==> src/rtl/alu_pkg.sv <==
// alu_pkg: transform mode encodings shared by the operand stage and the control FSM
package alu_pkg;
  localparam int MODE_W = 3;
  localparam logic [MODE_W-1:0] MODE_PASS = 3'b000;
  localparam logic [MODE_W-1:0] MODE_SEXT = 3'b001;
  localparam logic [MODE_W-1:0] MODE_ZEXT = 3'b010;
  localparam logic [MODE_W-1:0] MODE_SHL2 = 3'b011;
  localparam logic [MODE_W-1:0] MODE_SHLH = 3'b100;
endpackage

==> src/rtl/alu_operand_stage_if.sv <==
// alu_operand_stage_if: upstream offer, downstream operand and status signals of the operand stage
interface alu_operand_stage_if #(
  parameter int WIDTH   = 32,
  parameter int NUM_SRC = 4,
  parameter int SEL_W   = $clog2(NUM_SRC)
);
  logic flush, in_valid, in_ready, out_valid, out_ready, err;
  logic [SEL_W-1:0] sel;
  logic [alu_pkg::MODE_W-1:0] mode;
  logic [NUM_SRC*WIDTH-1:0] src_flat;
  logic [WIDTH-1:0] out_data;
  modport master (output flush, in_valid, sel, mode, src_flat, out_ready,
                  input in_ready, out_valid, out_data, err);
  modport slave (input flush, in_valid, sel, mode, src_flat, out_ready,
                 output in_ready, out_valid, out_data, err);
endinterface

==> src/rtl/operand_transform.sv <==
// operand_transform: selects one source slot and applies the extend/shift transform
module operand_transform import alu_pkg::*; #(
  parameter int WIDTH   = 32,
  parameter int NUM_SRC = 4,
  parameter int SEL_W   = $clog2(NUM_SRC)
) (
  input  logic [SEL_W-1:0]         sel,
  input  logic [MODE_W-1:0]        mode,
  input  logic [NUM_SRC*WIDTH-1:0] src_flat,
  output logic [WIDTH-1:0]         data,
  output logic                     illegal
);
  localparam int H = WIDTH / 2;
  logic [WIDTH-1:0] x;
  logic sel_bad;
  // an unmatched select leaves x at zero, which every transform maps to zero
  always_comb begin
    x = '0;
    sel_bad = 1'b1;
    for (int k = 0; k < NUM_SRC; k++)
      if (sel == SEL_W'(k)) begin
        x = src_flat[k*WIDTH +: WIDTH];
        sel_bad = 1'b0;
      end
    data = mode == MODE_SEXT ? {{H{x[H-1]}}, x[H-1:0]} :
           mode == MODE_ZEXT ? {{H{1'b0}}, x[H-1:0]} :
           mode == MODE_SHL2 ? x << 2 :
           mode == MODE_SHLH ? {x[H-1:0], {H{1'b0}}} : x;
    illegal = sel_bad | (mode > MODE_SHLH);
  end
endmodule

==> src/rtl/alu_operand_stage.sv <==
// alu_operand_stage: operand mux + transform feeding a 2-entry valid/ready buffer with sticky err
module alu_operand_stage import alu_pkg::*; #(
  parameter int WIDTH   = 32,
  parameter int NUM_SRC = 4,
  parameter int SEL_W   = $clog2(NUM_SRC)
) (
  input logic clk,
  input logic reset_n,
  alu_operand_stage_if.slave bus
);
  logic [WIDTH-1:0] mem [2];
  logic [WIDTH-1:0] t_data;
  logic [1:0] count;
  logic head, tail, err_q, t_ill, acc, pop;
  operand_transform #(.WIDTH(WIDTH), .NUM_SRC(NUM_SRC), .SEL_W(SEL_W)) u_xf (
    .sel(bus.sel), .mode(bus.mode), .src_flat(bus.src_flat), .data(t_data), .illegal(t_ill)
  );
  assign bus.in_ready  = count < 2'd2;
  assign bus.out_valid = count != 2'd0;
  assign bus.out_data  = bus.out_valid ? mem[head] : '0;
  assign bus.err       = err_q;
  assign acc = bus.in_valid & bus.in_ready;
  assign pop = bus.out_valid & bus.out_ready;
  // flush outranks accept and pop, including the err update of an illegal accept
  always_ff @(posedge clk or negedge reset_n)
    if (!reset_n) begin
      mem <= '{default: '0};
      count <= '0;
      head <= 1'b0;
      tail <= 1'b0;
      err_q <= 1'b0;
    end else if (bus.flush) begin
      mem <= '{default: '0};
      count <= '0;
      head <= 1'b0;
      tail <= 1'b0;
      err_q <= 1'b0;
    end else begin
      if (acc) begin
        mem[tail] <= t_data;
        tail <= ~tail;
      end
      if (pop) head <= ~head;
      count <= count + {1'b0, acc} - {1'b0, pop};
      if (acc & t_ill) err_q <= 1'b1;
    end
endmodule

==> src/flat_wrapper.sv <==
// flat-port wrapper written by rule: the top's interface ports become plain ports
module alu_operand_stage_flat import alu_pkg::*;
#(
  parameter int WIDTH   = 32,
  parameter int NUM_SRC = 4,
  parameter int SEL_W   = $clog2(NUM_SRC)
)
  (clk, reset_n, bus_flush, bus_in_valid, bus_sel, bus_mode, bus_src_flat, bus_out_ready, bus_in_ready, bus_out_valid, bus_out_data, bus_err);
  alu_operand_stage_if #(.WIDTH(WIDTH), .NUM_SRC(NUM_SRC), .SEL_W(SEL_W)) bus_i ();
  input logic clk;
  input logic reset_n;
  input wire logic [$bits(bus_i.flush)-1:0] bus_flush;
  input wire logic [$bits(bus_i.in_valid)-1:0] bus_in_valid;
  input wire logic [$bits(bus_i.sel)-1:0] bus_sel;
  input wire logic [$bits(bus_i.mode)-1:0] bus_mode;
  input wire logic [$bits(bus_i.src_flat)-1:0] bus_src_flat;
  input wire logic [$bits(bus_i.out_ready)-1:0] bus_out_ready;
  output wire logic [$bits(bus_i.in_ready)-1:0] bus_in_ready;
  output wire logic [$bits(bus_i.out_valid)-1:0] bus_out_valid;
  output wire logic [$bits(bus_i.out_data)-1:0] bus_out_data;
  output wire logic [$bits(bus_i.err)-1:0] bus_err;
  assign bus_i.flush = bus_flush;
  assign bus_i.in_valid = bus_in_valid;
  assign bus_i.sel = bus_sel;
  assign bus_i.mode = bus_mode;
  assign bus_i.src_flat = bus_src_flat;
  assign bus_i.out_ready = bus_out_ready;
  assign bus_in_ready = bus_i.in_ready;
  assign bus_out_valid = bus_i.out_valid;
  assign bus_out_data = bus_i.out_data;
  assign bus_err = bus_i.err;
  alu_operand_stage #(.WIDTH(WIDTH), .NUM_SRC(NUM_SRC), .SEL_W(SEL_W)) u_core (.clk(clk), .reset_n(reset_n), .bus(bus_i));
endmodule
==> config.mk <==
export PLATFORM = sky130hd
export DESIGN_NAME = alu_operand_stage_flat
export DESIGN_NICKNAME = d
export VERILOG_FILES = /design/src/rtl/alu_pkg.sv /design/src/rtl/alu_operand_stage_if.sv /design/src/rtl/operand_transform.sv /design/src/rtl/alu_operand_stage.sv /design/src/flat_wrapper.sv
export SDC_FILE = /design/constraint.sdc
export NUM_CORES = 1
export LEC_CHECK = 0
export BUFFER_PORTS_ARGS = -buffer_cell sky130_fd_sc_hd__buf_2
export CELL_PAD_IN_SITES_DETAIL_PLACEMENT = 0
export CELL_PAD_IN_SITES_GLOBAL_PLACEMENT = 1
export CORE_MARGIN = 2
export CORE_UTILIZATION = 35
export CTS_CLUSTER_DIAMETER = 80
export DETAILED_ROUTE_END_ITERATION = 6
export GPL_TIMING_DRIVEN = 0
export PLACE_DENSITY_LB_ADDON = 0.3
export SETUP_SLACK_MARGIN = 0.1
export SLEW_MARGIN = 30
export SYNTH_ARGS = -nofsm -noshare
export SYNTH_HDL_FRONTEND = slang
export SYNTH_SLANG_ARGS = --single-unit
==> constraint.sdc <==
create_clock -name clk -period 2.7 [get_ports clk]
set_input_delay 0.54 -clock clk [delete_from_list [all_inputs] [get_ports clk]]
set_output_delay 0.54 -clock clk [all_outputs]
set_load 0.03 [all_outputs]
# Yosys cells after proc, flatten, opt, wreduce, memory -nomap -nowiden
# Cells that the tools add are included.
[totals]
wordCells = 62
out_inout_bits = 35
inputBits = 138
reg_bits = 69
[classes]
n_eq_ne = 7
order_cmp = 5
n_reduce_logical = 6
bitwise = 8
muxes = 28
n_addsub = 2
[ops]
columns = ["cell", "count"]
rows = [
  ["$mux 32", 13],
  ["$mux 64", 2],
  ["$bwmux 64", 1],
  ["$demux 32 s1", 1],
  ["$mux 1", 10],
  ["$reduce_bool 2->1", 4],
  ["$eq 3x2->1 const B", 2],
  ["$eq 2x2->1 const B", 2],
  ["$ge 2x2->1 const B", 2],
  ["$not 1->2", 2],
  ["$and 1x1->1", 3],
  ["$eq 3x1->1 const B", 1],
  ["$eq 3x3->1 const B", 1],
  ["$gt 3x3->1 const B", 1],
  ["$add 2x1->2", 1],
  ["$eq 2x1->1 const B", 1],
  ["$logic_not 2->1", 1],
  ["$lt 2x1->1 const B", 1],
  ["$lt 2x2->1 const B", 1],
  ["$mux 2", 1],
  ["$not 1->1", 2],
  ["$sub 2x1->2", 1],
  ["$logic_and 1x1->1", 1],
  ["$or 1x1->1", 1],
]

# Depth between registers and ports, before layout
# Gate-level depths: netlist of the first run.
[logic_depth]
depth_word = 12
depth_mapped = 8
ltp_nobuf = 8

# Modules after synthesis
# A second synthesis of the first run with hierarchy kept.
[hier_totals]
hier_cells = 665
area_unflattened_um2 = 5537.8
[modules_own_cells]
columns = ["module", "seq_area_each_um2", "cells_per_inst", "instances", "area_each_um2"]
rows = [
  ["alu_operand_stage", 1726.7, 377, 1, 3280.6],
  ["operand_transform", 0.0, 288, 1, 2257.2],
]

# Worst setup path before layout of the first run
# OpenSTA, ideal clock, no wires.
[synth_path]
kind = "input to register"
start = "input port bus_sel[1]"
end = "register u_core.mem[58] (netlist name)"
required_ns = 2.579
setup_ns = 0.121
arrival_time_ns = 2.076
stages = 6
n_path_buf = 2
setup_slack_ns = 0.503
cell_sequence = "clkbuf_1 clkbuf_1 mux4_1 a222oi_1 a21oi_1 a22o_1"
[synth_via]
elab_chain_len = 12
word_cells_on_any_way = 15
cone_classes = "eq/ne: 3; mux: 11; reduce/logical: 1"
[synth_rtl]
columns = ["element", "line_no", "source"]
rows = [
  ["start: declaration", "flat_wrapper.sv:14", "input wire logic [$bits(bus_i.sel)-1:0] bus_sel;"],
  ["$logic_not 2->1", "operand_transform.sv:21", "if (sel == SEL_W'(k)) begin"],
  ["$mux 32 (3 in series)", "operand_transform.sv:21", ""],
  ["$mux 32 (*)", "operand_transform.sv:21", ""],
  ["$mux 32", "operand_transform.sv:28", "mode == MODE_SHLH ? {x[H-1:0], {H{1'b0}}} : x;"],
  ["$mux 32", "operand_transform.sv:27", "mode == MODE_SHL2 ? x << 2 :"],
  ["$mux 32", "operand_transform.sv:26", "mode == MODE_ZEXT ? {{H{1'b0}}, x[H-1:0]} :"],
  ["$mux 32 (*)", "operand_transform.sv:25", "data = mode == MODE_SEXT ? {{H{x[H-1]}}, x[H-1:0]} :"],
  ["$bwmux 64 (*)", "alu_operand_stage.sv:40", "mem[tail] <= t_data;"],
  ["$mux 64 (*)", "alu_operand_stage.sv:39", "if (acc) begin"],
  ["$mux 64 (*)", "alu_operand_stage.sv:32", "end else if (bus.flush) begin"],
  ["end signal: indexed assignment", "alu_operand_stage.sv:40", ""],
  ["end: declaration", "alu_operand_stage.sv:11", "logic [WIDTH-1:0] mem [2];"],
]
# Mark *: on every way between the ends. The rest lies on a longest branch, timed or not. The select of a mux whose other input is x is not followed.
# A chain may end at the register's enable or synchronous reset.

# Worst setup path in the final report of the first run
[layout_path]
start = "register u_core.head"
end = "output port bus_out_data[10]"
[layout_via]
elab_chain_len = 5
[layout_rtl]
columns = ["element", "line_no", "source"]
rows = [
  ["start: declaration", "alu_operand_stage.sv:14", "logic head, tail, err_q, t_ill, acc, pop;"],
  ["start signal: assignment", "alu_operand_stage.sv:43", "if (pop) head <= ~head;"],
  ["$not 1->2 (implied by the code)", "alu_operand_stage.sv:20", "assign bus.out_data = bus.out_valid ? mem[head] : '0;"],
  ["$mux 32 (implied by the code) (3 in series)", "alu_operand_stage.sv:20", ""],
  ["$mux 32", "alu_operand_stage.sv:20", ""],
  ["end: declaration", "flat_wrapper.sv:20", "output wire logic [$bits(bus_i.out_data)-1:0] bus_out_data;"],
]
# No other way between the ends. The select of a mux whose other input is x is not followed.

==> results.cfg, run 1 <==
[synthesis]
yosys_warnings = 0
synth_top_area_cell = dfrtp_1
post-synth-top-count-cell = dfrtp_1
synth_top_flop_cell = dfrtp_1
synth_area_per_cell_sq_um = 11.0
synth_edf_count = 0
synth.area.top_cells = dfrtp_1, mux4_2, a22o_1
synth_commonest_cells = dfrtp_1, a22o_1, nor2_1, mux2i_1, clkbuf_1
yosysSeqAreaShare = 0.365
synth_nets = 570
synth_top_area_share = 0.365
synth_area_sq_um = 4730
ys_ff_latch = 69
synthCells = 430
async_reset_ff_frac = 1.00
yosysUniqueCellTypes = 39

[outcome]
status = completed

[cells_and_area]
area_delta_synth_final_pct = 30.1
drive_above_1_share = 0.415
nFillCells = 1327
seq_area_sq_um = 1730
final_cells = 791
final_nets = 750
diodes = 0
final_area_sq_um = 6150
multi_input_area_sq_um = 2750

[pwr]
peakVddDrop_mv = 0.293
switchingPower_uw = 1480
p_int_uw = 2640
totalPowerFinal_uw = 4120
pwr-share-comb = 0.378
p_per_area_nw_per_um2 = 669
netSwitchingFraction = 0.359
p_clk_frac = 0.316
leakagePower_uw = 0.00286
p_seq_frac = 0.306

[place]
numPlacedInstances = 775
dpl_cell_area_sq_um = 5810
io_buffers = 168
place_congestion = 0.874
post-place-ws_ns = 0.0408
place.detailed.hpwl_microns = 12900

[floorplanning]
start_util = 0.357
die_h_microns = 120
die_w_microns = 120
die_area_sq_um = 14500
fp-row-count = 42
core_sq_um = 13200
pin_count = 173

[clocking]
cts_root_buf = clkbuf_16
clock-sinks = 69
ctsLongestPathBuffers = 2
cts.clk_slew.worst_paths_ns = 0.06
clk_latency_ns = 0.33
htree_levels = 3
cts_buffers = 9
cts_setup_buffers = 0
cts_tree = yes

[sta]
fmax_mhz = 411
rsz0062_at_grt = no
finalSetupTns_ns = 0
worst_pin_slew_ns = 0.634
setup_ws_ns = 0.265
fin_skew_ns = 0.00484
setup_violations = 0
period_needed_ns = 2.43
slew_headroom = 0.576
hold_viol = 0
fin_crit_sh = 0.902
finalMaxSlewViolations = 0

[global_route]
antenna_found_initial = 0
first_global_vias = 4607
grt_usage = 0.228
grt_pass1_wl_microns = 25300
grt_max_degree = 42
grt_overflow = 0

[critical_path]
rr_startpoint = u_core.count[1]$_DFF_PN0_
arrival_ns = 1.89
rrSetupSlack_ns = 0.51
required_ns = 2.16
crit_path_end_kind = primary output
cp_max_fo = 10
startpoint_type = flip-flop
critPathKind = reg2out
reg2reg_depth = 5
r2r_end = u_core.mem[42]$_DFFE_PN0P_

[detailed_routing]
vias = 4501
viasPerCell = 5.69
finalWirelength_microns = 16000
wire_per_inst_microns = 20.2
drcViolationCount = 0
drtIter0Drc = 373
dr.pass1.iters = 5
antenna_left = 0

[job]
drv_cap = 0

[worst_hold_path]
hold_class = in2async
[power by group through the flow]
stage / sequential (uW) / combinational, uW / clock, uW
global route: 1280 / 1690 / 1370
detailed placement: 1280 / 1570 / 0
global placement: 1270 / 1540 / 0
finish: 1260 / 1560 / 1300
floorplan: 1250 / 1070 / 0
CTS: 1260 / 1570 / 1320
[critical path: stages (launching register included)]
cell      delay, ns
dfrtp_1        0.32
clkbuf_1       0.29
clkbuf_2       0.40
mux2i_1        0.28
nor2_1         0.07
buf_2          0.19
[how the worst max path moves through the flow]
stage	start	to	slack [ns]	cells after the start
floorplan	bus_sel[1]	u_core.mem[58]$_DFFE_PN0P_	0.50	6
global placement	bus_sel[1]	u_core.mem[53]$_DFFE_PN0P_	0.06	6
detailed placement	bus_sel[1]	u_core.mem[55]$_DFFE_PN0P_	0.04	6
CTS	u_core.count[1]$_DFF_PN0_	bus_out_data[0]	0.17	4
global route	u_core.head$_DFFE_PN0P_	bus_out_data[1]	0.16	5
finish	u_core.head$_DFFE_PN0P_	bus_out_data[10]	0.27	5
[what timing repair did]
item | 4_1_cts | 5_1_grt
endpoints found under the setup margin | 20 | 2
hold buffers | 0 | 0
pin swaps | 0 | 0
resized for setup | 2 | 1
[layer usage]
| layer | routed length [microns] | vias up | global-route usage |
|---|---|---|---|
| met3 | 1030 | 22 | 0.0420 |
| met2 | 7920 | 187 | 0.384 |
| met4 | 367 | 0 | 0.0741 |
| met1 | 6690 | 2233 | 0.298 |
| li1 | - | 2059 | - |
| met5 | 0 | - | 0 |
[state kept, by name, indices dropped and copies added (netlist names)]
register / count
u_core.bus.err: 1
u_core.count: 2
u_core.head: 1
u_core.mem: 64
u_core.tail: 1
[cells by family after synthesis]
family                   count (synthesis)  synth area share
AND/OR/NAND/NOR                         74            0.0704
flip-flops                              69             0.365
adder cells (fa/ha/maj)                  2           0.00529
XOR/XNOR                                 4           0.00741
buffers and inverters                   54            0.0548
multiplexers                            84             0.269
AO/OA/AOI/OAI                          143             0.228
[through the flow]
stage | hold WS (ns) | util
after global routing | 0.155 | 0.465
final | 0.133 | 0.465
after floorplan | 0.244 | -
after CTS | 0.141 | 0.464
after global placement | 0.487 | 0.437
after detailed placement | 0.491 | 0.439
[placed cells by master, fill, tap and decap left out, types with 20 or more instances in the layout]
master / Yosys / final
a21oi_1: 30 / 30
mux4_2: 30 / 30
dfrtp_1: 69 / 69
mux2i_1: 32 / 32
clkbuf_1: 31 / 29
buf_2: 7 / 174
o22ai_1: 28 / 28
a22o_1: 64 / 64
nor2_1: 39 / 38
mux2_2: 20 / 20
[layout make-up]
class / count / share of cell area
Tap cell: 176 / 0.0358
Sequential cell: 69 / 0.281
Multi-Input combinational cell: 307 / 0.446
Buffer: 48 / 0.0388
Clock buffer: 11 / 0.0411
Timing Repair Buffer: 169 / 0.140
Clock inverter: 5 / 0.0132
Inverter: 6 / 0.00366
(Power assumes the default switching activity.)
==> run 2: changes to the inputs <==
==> constraint.sdc (replaced) <==
create_clock -name clk -period 2.7 [get_ports clk]
set_input_delay 0 -clock clk [delete_from_list [all_inputs] [get_ports clk]]
set_output_delay 0 -clock clk [all_outputs]
set_load 0.03 [all_outputs]
==> run 2 against run 1 <==
Net effect: flip-flop and latch count is the same; critical path type is now reg2reg; combinational power about the same; total power about the same; largest cell class unchanged; final cell count is 0.13% higher.
==> results.cfg, run 2 (synthesized netlist as in run 1, its figures left out) <==
[global_route]
grt_overflow = 0
grt_max_degree = 42
grt_pass1_wl_microns = 25300
first_global_vias = 4610
antenna_found_initial = 0
grt_usage = 0.228

[critical_path]
cp_max_fo = 10
required_ns = 2.97
crit_slowest_cell = nor3b_1
slowest_delay_ns = 0.59
critPathTopFamily = buffers and inverters
crit_path_end_kind = flip-flop
critPathKind = reg2reg
crit_chain = nor2b_1, clkbuf_1, nor3b_1, clkbuf_1, a22o_1
timing.critical_path.buf_inv = 2
arrival_ns = 2.46
crit_top_cell = clkbuf_1
startpoint_type = flip-flop

[worst_hold_path]
hold_class = in2reg

[sta]
setup_ws_ns = 0.511
rsz0062_at_grt = no
finalMaxSlewViolations = 0
worst_pin_slew_ns = 0.751
fin_crit_sh = 0.811
slew_headroom = 0.499
fin_skew_ns = 0.00423
fmax_mhz = 457
hold_viol = 0
period_needed_ns = 2.19
setup_violations = 0
finalSetupTns_ns = 0

[clocking]
cts_buffers = 9
cts_tree = yes
cts_root_buf = clkbuf_16
cts.clk_slew.worst_paths_ns = 0.06
cts-resized-gates = 0
clk_latency_ns = 0.33
htree_levels = 3
ctsLongestPathBuffers = 2
clock-sinks = 69

[pwr]
pwr-share-comb = 0.378
p_per_area_nw_per_um2 = 669
netSwitchingFraction = 0.359
p_clk_frac = 0.316
leakagePower_uw = 0.00286
totalPowerFinal_uw = 4120
p_seq_frac = 0.306
p_int_uw = 2640
peakVddDrop_mv = 0.294
switchingPower_uw = 1480

[floorplanning]
die_h_microns = 120
die_area_sq_um = 14500
fp-row-count = 42
start_util = 0.357
die_w_microns = 120
pin_count = 173
core_sq_um = 13200

[cells_and_area]
largest_reg_flops = 64
seq_area_sq_um = 1730
final_nets = 751
layout_common_cells = buf_2, dfrtp_1, a22o_1
drive_above_1_share = 0.409
largest_register = u_core.mem
final_cells = 792
area_delta_synth_final_pct = 30.2
nFillCells = 1328
multi_input_area_sq_um = 2740
diodes = 0
final_common_cell = buf_2
largestRegisters = u_core.mem: 64 flops, u_core.count: 2 flops

[place]
io_buffers = 168
post-place-ws_ns = 0.581
place.detailed.hpwl_microns = 12900
place_congestion = 0.874
numPlacedInstances = 775

[detailed_routing]
drtIter0Drc = 367
drcViolationCount = 0
viasPerCell = 5.70
finalWirelength_microns = 16100
dr.pass1.iters = 7
wire_per_inst_microns = 20.3
antenna_left = 0
vias = 4513

[outcome]
status = completed

[job]
drv_cap = 0
==> run 2: changes by cell type in the layout (fill, tap and decap cells not counted) <==
cell / previous run / this run
clkbuf_1: 29 / 31
clkbuf_2: 3 / 1
dlygate4sd3_1: 0 / 1
nor2_1: 38 / 39
nor2_2: 1 / 0
==> run 2: worst paths after layout <==
check / from / to / slack [ns] / depth (start not counted)
max: u_core.count[1]$_DFF_PN0_ / u_core.mem[34]$_DFFE_PN0P_ / 0.51 / 5
min: bus_flush / u_core.count[1]$_DFF_PN0_ / 0.02 / 2
max reg2reg: u_core.count[1]$_DFF_PN0_ / u_core.mem[34]$_DFFE_PN0P_ / 0.51 / 5
min reg2reg: u_core.mem[51]$_DFFE_PN0P_ / u_core.mem[51]$_DFFE_PN0P_ / 0.50 / 1
max in group asynchronous: reset_n / u_core.mem[59]$_DFFE_PN0P_ / 2.01 / 3
min in group asynchronous: reset_n / u_core.mem[40]$_DFFE_PN0P_ / 0.15 / 2
==> run 2: final cells by class <==
cell class / instances / share of cell area
Multi-Input combinational cell: 307 / 0.446
Sequential cell: 69 / 0.280
Timing Repair Buffer: 170 / 0.142
Clock buffer: 11 / 0.0410
Buffer: 48 / 0.0384
Tap cell: 176 / 0.0358
Clock inverter: 5 / 0.0132
Inverter: 6 / 0.00366
==> run 2: what timing repair did <==
| item | in CTS | in global routing |
|---|---|---|
| buffers inserted | 0 | 0 |
| hold buffers | 1 | 0 |
| hold endpoints to repair | 69 | 0 |
| setup endpoints to repair | 0 | 0 |
==> run 2: power groups by stage <==
| stage | registers [uW] | logic [uW] | clock network, uW |
|---|---|---|---|
| finish | 1260 | 1560 | 1300 |
| global route | 1280 | 1690 | 1370 |
| CTS | 1260 | 1570 | 1320 |
| detailed placement | 1280 | 1570 | 0 |
| global placement | 1270 | 1540 | 0 |
| floorplan | 1250 | 1070 | 0 |
==> run 2: routing by layer <==
metal / global-route usage / vias up / routed length (microns)
met1: 0.298 / 2235 / 6740
met3: 0.0420 / 25 / 1040
li1: - / 2062 / -
met4: 0.0741 / 0 / 360
met5: 0 / - / 0
met2: 0.384 / 191 / 7920
==> run 2: metrics by stage <==
stage | hold WS [ns] | area, sq um | util
final | 0.0232 | 6160 | 0.465
after detailed placement | -0.0443 | 5810 | 0.439
after global routing | 0.0411 | 6160 | 0.465
after CTS | 0.0263 | 6160 | 0.465
after global placement | 0.358 | 5790 | 0.437
after floorplan | -0.296 | 4730 | -
==> run 3: changes to the inputs <==
clock period = 2.2 ns   (was 2.7 ns; I/O delays follow)
==> run 3 against run 2 <==
Net effect: core utilization grew 0.13 points; sequential power grew 23%; final cell count unchanged; first-iteration DRC count down 2.5%; sequential share of layout area fell by 0.080 points; critical path depth is the same; total power increased by 23%; worst setup slack got worse by 0.27 ns; critical path type unchanged; non-clock buffer count did not move; fmax rose by 12%.
==> results.cfg, run 3 (synthesized netlist as in run 1, its figures left out) <==
[cells_and_area]
area_delta_synth_final_pct = 30.6
largest_register = u_core.mem
final_common_cell = buf_2
largestRegisters = u_core.mem: 64 flops, u_core.count: 2 flops
largest_reg_flops = 64
final_nets = 751
layout_common_cells = buf_2, dfrtp_1, a22o_1
drive_above_1_share = 0.420
final_cells = 792
nFillCells = 1327
diodes = 0

[sta]
finalSetupTns_ns = 0
fmax_mhz = 511
setup_ws_ns = 0.244
period_needed_ns = 1.96
hold_viol = 0
worst_pin_slew_ns = 0.591
fin_crit_sh = 0.889
setup_violations = 0
finalMaxSlewViolations = 0
rsz0062_at_grt = no
slew_headroom = 0.604
fin_skew_ns = 0.00479

[detailed_routing]
antenna_left = 0
wire_per_inst_microns = 20.1
viasPerCell = 5.67
drtIter0Drc = 358
drcViolationCount = 0
finalWirelength_microns = 15900
dr.pass1.iters = 5
vias = 4492

[clocking]
cts_root_buf = clkbuf_16
cts.clk_slew.worst_paths_ns = 0.06
cts_buffers = 9
cts_tree = yes
ctsLongestPathBuffers = 2
htree_levels = 3
clock-sinks = 69
clk_latency_ns = 0.33

[place]
post-place-ws_ns = 0.0805
place_congestion = 0.874
io_buffers = 168
place.detailed.hpwl_microns = 12900
numPlacedInstances = 775

[critical_path]
arrival_ns = 2.22
startpoint_type = flip-flop
required_ns = 2.47
crit_path_end_kind = flip-flop
critPathKind = reg2reg
cp_max_fo = 10

[floorplanning]
die_w_microns = 120
die_h_microns = 120
core_sq_um = 13200
fp-row-count = 42
pin_count = 173
die_area_sq_um = 14500
start_util = 0.357

[global_route]
antenna_found_initial = 0
grt_pass1_wl_microns = 25300
first_global_vias = 4613
grt_overflow = 0
grt_usage = 0.228
grt_max_degree = 42

[pwr]
peakVddDrop_mv = 0.361
leakagePower_uw = 0.00287
p_per_area_nw_per_um2 = 818
totalPowerFinal_uw = 5050

[worst_hold_path]
hold_class = in2reg

[job]
drv_cap = 0

[outcome]
status = completed
run 3: changes by cell type in the layout (fill, tap and decap cells not counted):
cell / change
clkbuf_1: -4
clkbuf_2: +4
nor2_1: -1
nor2_2: +1
nor3b_1: -2
nor3b_2: +2
run 3: path summary, 6_finish.rpt:
kind | from | endpoint | slack [ns] | cells after the start
worst min-delay path | bus_flush | u_core.count[1]$_DFF_PN0_ | 0.05 | 2
worst max-delay path | u_core.count[1]$_DFF_PN0_ | u_core.mem[20]$_DFFE_PN0P_ | 0.24 | 5
worst min register to register | u_core.mem[46]$_DFFE_PN0P_ | u_core.mem[46]$_DFFE_PN0P_ | 0.50 | 1
max in group asynchronous | reset_n | u_core.mem[59]$_DFFE_PN0P_ | 1.51 | 3
worst max register to register | u_core.count[1]$_DFF_PN0_ | u_core.mem[20]$_DFFE_PN0P_ | 0.24 | 5
min in group asynchronous | reset_n | u_core.mem[40]$_DFFE_PN0P_ | 0.15 | 2
run 3: worst max-delay path, cell delays in order, from the launching register on:
cell	delay, ns
dfrtp_1	0.42
nor2b_1	0.12
clkbuf_1	0.28
nor3b_2	0.39
clkbuf_1	0.46
a22o_1	0.21
run 3: power breakdown:
group,leakage (uW),total (uW),internal [uW],switching (uW)
clock,0.000162,1590,1060,536
sequential,0.000941,1550,1440,105
combinational,0.00177,1910,746,1170
total,0.00287,5050,3240,1810
run 3: metal layers:
layer | share of wire | GRT usage | wire length, microns
met1 | 0.42 | 0.298 | 6680
met2 | 0.49 | 0.382 | 7790
met3 | 0.066 | 0.0453 | 1050
met4 | 0.024 | 0.0741 | 386
met5 | 0 | 0 | 0
run 3: per-stage QoR:
stage,util,instance area [sq um],hold slack [ns]
floorplan,-,4730,-0.296
global placement,0.437,5790,0.358
detailed placement,0.439,5810,-0.0443
CTS,0.466,6170,0.0362
global route,0.466,6170,0.0668
finish,0.466,6170,0.0503
run 3: layout make-up:
cell class                 count  area, sq um  share of cell area
clock buffer                  11          253              0.0409
buffer                        48          241              0.0391
sequential                    69         1730               0.280
clock inverter                 5         81.3              0.0132
inverter                       6         22.5             0.00365
tap                          176          220              0.0357
timing repair buffer         170          873               0.141
multi-input combinational    307         2760               0.446
run 3: what timing repair did:
| item | in CTS | in global routing |
|---|---|---|
| hold endpoints to repair | 69 | 0 |
| gates resized for setup | 4 | 4 |
| endpoints found under the setup margin | 27 | 31 |
| buffers inserted | 0 | 0 |
| hold buffers | 1 | 0 |
